$ cat src/rtl/i2c_scl_generator.sv
// i2c_scl_generator: SCL bit-clock timing engine for the I2C master.
// Turns the clock-divider value into an open-drain SCL waveform. It also
// produces single-cycle phase strobes for the bit controller, and it follows
// slave clock stretching by watching the resolved bus line.
//
// Ports
//   pclk          system clock, all state on the rising edge
//   n_rst         asynchronous reset, active low
//   clk_div       pclk cycles per SCL half-period (0 and 1 are clamped to 2)
//   enable        level request to keep SCL running
//   scl_in        resolved SCL bus level (asynchronous)
//   scl_oe        1 = pull SCL low, 0 = release
//   fall_strobe   first cycle of each low phase
//   drive_strobe  mid-low; the controller updates SDA here
//   rise_strobe   first cycle of each counted high phase
//   sample_strobe mid-high; the controller samples SDA here
//   stretching    SCL is released but not yet seen high
//   busy          block is not idle
module i2c_scl_generator #(
  parameter int unsigned CNT_WIDTH = 32
) (
  input  logic                 pclk,
  input  logic                 n_rst,
  input  logic [CNT_WIDTH-1:0] clk_div,
  input  logic                 enable,
  input  logic                 scl_in,
  output logic                 scl_oe,
  output logic                 fall_strobe,
  output logic                 drive_strobe,
  output logic                 rise_strobe,
  output logic                 sample_strobe,
  output logic                 stretching,
  output logic                 busy
);

  localparam int unsigned MIN_HALF = 2;

  typedef enum logic [1:0] {
    ST_IDLE,
    ST_LOW,
    ST_HIGH_WAIT,
    ST_HIGH
  } state_t;

  state_t               state_q, state_d;
  logic [CNT_WIDTH-1:0] count_q, count_d;
  logic [CNT_WIDTH-1:0] h_q, h_d;
  logic [CNT_WIDTH-1:0] h_eff;
  logic [CNT_WIDTH-1:0] h_last;
  logic [CNT_WIDTH-1:0] half_d;
  logic                 scl_meta, scl_sync;
  logic                 scl_high;

  // Two-flop synchronizer on the bus line; idles high like a released bus.
  always_ff @(posedge pclk or negedge n_rst) begin
    if (!n_rst) begin
      scl_meta <= 1'b1;
      scl_sync <= 1'b1;
    end else begin
      scl_meta <= scl_in;
      scl_sync <= scl_meta;
    end
  end

  // The state register acts on the value the second stage is loading, so
  // HIGH starts together with scl_sync going high. This keeps the
  // unstretched wait at two cycles. scl_sync being already high only
  // confirms a level that was seen earlier.
  assign scl_high = scl_meta | scl_sync;

  // Half-period with the lower clamp applied.
  assign h_eff  = (clk_div < CNT_WIDTH'(MIN_HALF)) ? CNT_WIDTH'(MIN_HALF) : clk_div;
  assign h_last = h_q - CNT_WIDTH'(1);

  // State, counter and latched half-period registers.
  always_ff @(posedge pclk or negedge n_rst) begin
    if (!n_rst) begin
      state_q <= ST_IDLE;
      count_q <= '0;
      h_q     <= CNT_WIDTH'(MIN_HALF);
    end else begin
      state_q <= state_d;
      count_q <= count_d;
      h_q     <= h_d;
    end
  end

  // Next-state logic. h is reloaded only on entry to LOW or HIGH, so a
  // divisor change takes effect from the next half-phase.
  always_comb begin
    state_d = state_q;
    count_d = count_q;
    h_d     = h_q;
    unique case (state_q)
      ST_IDLE: begin
        count_d = '0;
        if (enable) begin
          state_d = ST_LOW;
          h_d     = h_eff;
        end
      end
      ST_LOW: begin
        if (count_q == h_last) begin
          state_d = ST_HIGH_WAIT;
          count_d = '0;
        end else begin
          count_d = count_q + CNT_WIDTH'(1);
        end
      end
      ST_HIGH_WAIT: begin
        count_d = '0;
        if (scl_high) begin
          state_d = ST_HIGH;
          h_d     = h_eff;
        end
      end
      ST_HIGH: begin
        if (count_q == h_last) begin
          count_d = '0;
          if (enable) begin
            state_d = ST_LOW;
            h_d     = h_eff;
          end else begin
            state_d = ST_IDLE;
          end
        end else begin
          count_d = count_q + CNT_WIDTH'(1);
        end
      end
      default: begin
        state_d = ST_IDLE;
        count_d = '0;
      end
    endcase
    half_d = h_d >> 1;
  end

  // Outputs are registered from the next state and count. Each one then
  // matches a decode of the registered state and count, and the pad enable
  // comes straight from a flop.
  always_ff @(posedge pclk or negedge n_rst) begin
    if (!n_rst) begin
      scl_oe        <= 1'b0;
      fall_strobe   <= 1'b0;
      drive_strobe  <= 1'b0;
      rise_strobe   <= 1'b0;
      sample_strobe <= 1'b0;
      stretching    <= 1'b0;
      busy          <= 1'b0;
    end else begin
      scl_oe        <= (state_d == ST_LOW);
      fall_strobe   <= (state_d == ST_LOW)  && (count_d == '0);
      drive_strobe  <= (state_d == ST_LOW)  && (count_d == half_d);
      rise_strobe   <= (state_d == ST_HIGH) && (count_d == '0);
      sample_strobe <= (state_d == ST_HIGH) && (count_d == half_d);
      stretching    <= (state_d == ST_HIGH_WAIT);
      busy          <= (state_d != ST_IDLE);
    end
  end

endmodule

$ cat config.mk
export PLATFORM = sky130hd
export DESIGN_NAME = i2c_scl_generator
export DESIGN_NICKNAME = d
export VERILOG_FILES = /design/src/rtl/i2c_scl_generator.sv
export SDC_FILE = /design/constraint.sdc
export NUM_CORES = 1
export LEC_CHECK = 0
export CAP_MARGIN = 10
export CORE_MARGIN = 2
export CORE_UTILIZATION = 53
export DETAILED_ROUTE_END_ITERATION = 10
export GPL_TIMING_DRIVEN = 0
export PLACE_DENSITY = 0.73
export SYNTH_ARGS = -nofsm -noshare
export SYNTH_HDL_FRONTEND = slang
export SYNTH_SLANG_ARGS = --single-unit
$ cat constraint.sdc
create_clock -name pclk -period 5.28 [get_ports pclk]
set_clock_uncertainty 0.1 [all_clocks]
set_input_delay 0.792 -clock pclk [delete_from_list [all_inputs] [get_ports pclk]]
set_output_delay 0.792 -clock pclk [all_outputs]
set_load 0.02 [all_outputs]
==> run_results.csv <==
group,metric,value,unit
cells_and_area,layout_common_cells,"nor2_1 (99), nand2_1 (79), dfrtp_1 (72), xnor2_1 (57), clkdlybuf4s50_1 (41)",
synthesis,yosysUniqueCellTypes,81,
die,core,0.01247,mm2
setup_path,critPathRequiredTime,5.41,ns
power_and_ir_drop,p_per_area,340.8,mW/mm2
run_status,status,"finished clean",
setup_path,cp.depth,13,
synthesis,syn_area,0.006690,mm2
die,dieWidth,116.4,um
power_and_ir_drop,p_int,0.001496,W
detailed_routing,routed_wl,27.27,mm
setup_path,reg2regPathDepth,13,
detailed_routing,vias,7433,
power_and_ir_drop,p_seq_share,31.6,%
cells_and_area,final_common_cell,"nor2_1",
synthesis,synth_edf_count,0,
clocking,worstSkewPairLatency,0.34,ns
clocking,cts_sinks,75,
sta,setup_violations,0,
sta,finalMaxSlewViolations,0,
cells_and_area,fillers,1148,
place,port_buffers,42,
hold_path,whs_path_depth,0,
place,dpl-instance-area,0.007343,mm2
setup_path,critical_path_class,"reg2reg",
setup_path,cp_max_fo,10,
setup_path,reg2reg_from,"h_q[3]",
die,chipHeight,116.4,um
power_and_ir_drop,p_comb_share,45.5,%
cells_and_area,diodes,0,
place,place_hpwl,21.27,mm
die,fp.dieArea,0.01354,mm2
hold_path,min_from,"scl_meta",
power_and_ir_drop,clockPowerShare,22.9,%
clocking,cts-buffers-inserted,9,
place,dp_slack,-0.8998,ns
cells_and_area,drive_gt1_share,9.021,%
synthesis,yosys_warnings,0,
place,routabilityCongestion,1.063,
synthesis,ys_ff_latch,75,
detailed_routing,drt_iter0_markers,995,
power_and_ir_drop,p_sw_share,43.64,%
die,io_pins,43,
cells_and_area,design_area,0.007787,mm2
setup_path,cp_cell_sequence,"buf_2 > or4_4 > or3_4 > a2111oi_4 > o2111ai_2 > a2111o_2 > nor3_4 > nand3_4 > and3_4 > or3_4 > a2111oi_4 > o2111ai_1 > nor4_1",
cells_and_area,register_area,0.001881,mm2
sta,tightest_slew,0.9140,ns
cells_and_area,final_cells,1081,
setup_path,critPathMaxStageDelay,0.62,ns
cells_and_area,multi_input_area,0.004606,mm2
setup_path,critical_path.top_delay_family,"simple AND/OR/NAND/NOR gates",
detailed_routing,viasPerCell,6.876,
setup_path,critPathLaunch,"h_q[3]",
global_route,antenna_found_initial,0,
power_and_ir_drop,max-vdd-ir-drop,0.0001605,V
setup_path,worst-path-buf-inv,1,
clocking,cts-root-buf,"clkbuf_16",
synthesis,synth_ff_type,"dfrtp_1",
setup_path,startpoint_type,"register",
setup_path,crit_path_end_kind,"register",
power_and_ir_drop,switchingPower,0.001158,W
clocking,h-tree-depth,3,
sta,setup_slack,0.1356,ns
setup_path,critical_path_arrival,5.28,ns
global_route,grt_pass1_vias,6690,
job,max_cap_violations,0,
setup_path,critPathSlowestCell,"a2111o_2",
cells_and_area,syn_to_final_growth,16.40,%
synthesis,async_flop_share,100.0,%
sta,hold_viol,0,
place,placed_cells,1061,
die,initial_core_util,53.67,%
cells_and_area,finalNetCount,943,
clocking,clkTransAtPathRegs,0.07,ns
synthesis,synth_area_per_cell,7.908,um2
sta,tns,0,ns
hold_path,hold_path.class,"reg2reg",
sta,relSlewSlack,38.60,%
detailed_routing,ant_nets,0,
clocking,cts_tree,"done",
global_route,grtUsageTotal,40.44,%
detailed_routing,drc_errors,0,
global_route,grt_first_pass_wirelength,40.12,mm
global_route,grt_start_max_net_pins,40,
sta,fmax,194.4,MHz
detailed_routing,first_pass_iters,5,
die,floorplan.rows,41,
sta,fin_crit_sh,97.43,%
clocking,max-clock-path-buffers,2,
power_and_ir_drop,leakage,2.960,nW
synthesis,seq_area_frac_synth,28.11,%
detailed_routing,routedWlPerCell,25.23,um
sta,post-route-min-period,5.144,ns
synthesis,synth_cells,846,
global_route,grt_overflow,0,
synthesis,synth_fp_nets,884,
## final cells by class
| type | instances | share of cell area [%] |
|---|---|---|
| buffer | 56 | 2.988 |
| clock buffer | 12 | 3.422 |
| clock inverter | 3 | 0.2731 |
| inverter | 24 | 1.157 |
| multi-input combinational | 691 | 59.14 |
| sequential | 75 | 24.15 |
| tap | 172 | 2.763 |
| timing repair buffer | 48 | 6.105 |
## timing repair
item	in CTS	in global routing
endpoints found under the hold margin	0	0
setup endpoints to repair	13	4
resized for setup	11	14
hold buffers	0	0
pin swaps	2	2
buffers inserted	3	2
## logic make-up (layout without fill, tap and decap cells)
logic type	after synthesis	after routing	share of synthesized area, %
compound gates	183	183	19.82
flops	75	75	28.11
buf+inv	80	143	4.731
simple gates	389	389	30.88
fa+ha+maj	2	2	0.3740
xor+xnor	92	92	12.25
mux	25	25	3.834
## state kept, by name (all words and copies together), names as in the netlist
signal / count
busy: 1
drive_strobe: 1
stretching: 1
scl_sync: 1
scl_meta: 1
sample_strobe: 1
fall_strobe: 1
rise_strobe: 1
h_q: 32
count_q: 32
scl_oe: 1
state_q: 2
## cell usage after synthesis, types with 14 or more instances
cell type | count | share of area [%]
inv_1 | 23 | 1.3
o21ai_0 | 31 | 2.3
nor3_1 | 34 | 2.5
mux2i_1 | 20 | 3.0
clkbuf_1 | 40 | 2.2
and3_1 | 14 | 1.3
a31oi_1 | 16 | 1.5
nand2_1 | 79 | 4.4
xnor2_1 | 57 | 7.5
nand4_1 | 25 | 2.3
a21oi_1 | 26 | 1.9
xor2_1 | 34 | 4.5
nor2_1 | 99 | 5.6
dfrtp_1 | 72 | 27
nand3_1 | 34 | 2.5
nor4_1 | 28 | 2.6
o22ai_1 | 14 | 1.3
## power by group through the flow
stage               Sequential, W  Clock, W  Combinational [W]
CTS                      0.000821  0.000605            0.00115
global route             0.000842  0.000630            0.00129
finish                   0.000838  0.000607            0.00121
global placement         0.000820         0            0.00110
detailed placement       0.000825         0            0.00113
floorplan                0.000767         0           0.000821
## layer usage
layer	up-vias	wire, um	global-route usage (%)	part of all wire (%)
met1	3526	10720	53.42	39
met3	108	2818	8.407	10
met5	-	0	0	0
met4	0	1623	21.51	6.0
met2	567	12110	62.44	44
li1	3232	-	-	-
## worst register-to-register path, delay by kind of cell, from the launching register on
kind | cells | cell delay [ns]
and+or+nand+nor | 7 | 2.29
AOI/OAI and AO/OA | 5 | 1.92
DFF | 1 | 0.48
buffers and inverters | 1 | 0.26
## per-stage QoR
stage | hold WS, ns | power (W) | util (%)
2_1_floorplan | 0.2579 | 0.001588 | -
3_3_place_gp | 0.2620 | 0.001917 | 58.77
3_5_place_dp | 0.2638 | 0.001957 | 58.91
4_1_cts | 0.2730 | 0.002577 | 61.84
5_1_grt | 0.2838 | 0.002759 | 62.47
6_report | 0.2712 | 0.002654 | 62.47
## worst paths after layout
kind | endpoint | slack [ns]
max | drive_strobe | 0.14
min | scl_sync | 0.27
max reg2reg | drive_strobe | 0.14
min reg2reg | scl_sync | 0.27
max in group asynchronous | h_q[25] | 4.17
min in group asynchronous | h_q[15] | 0.32
(Power assumes the default switching activity.)
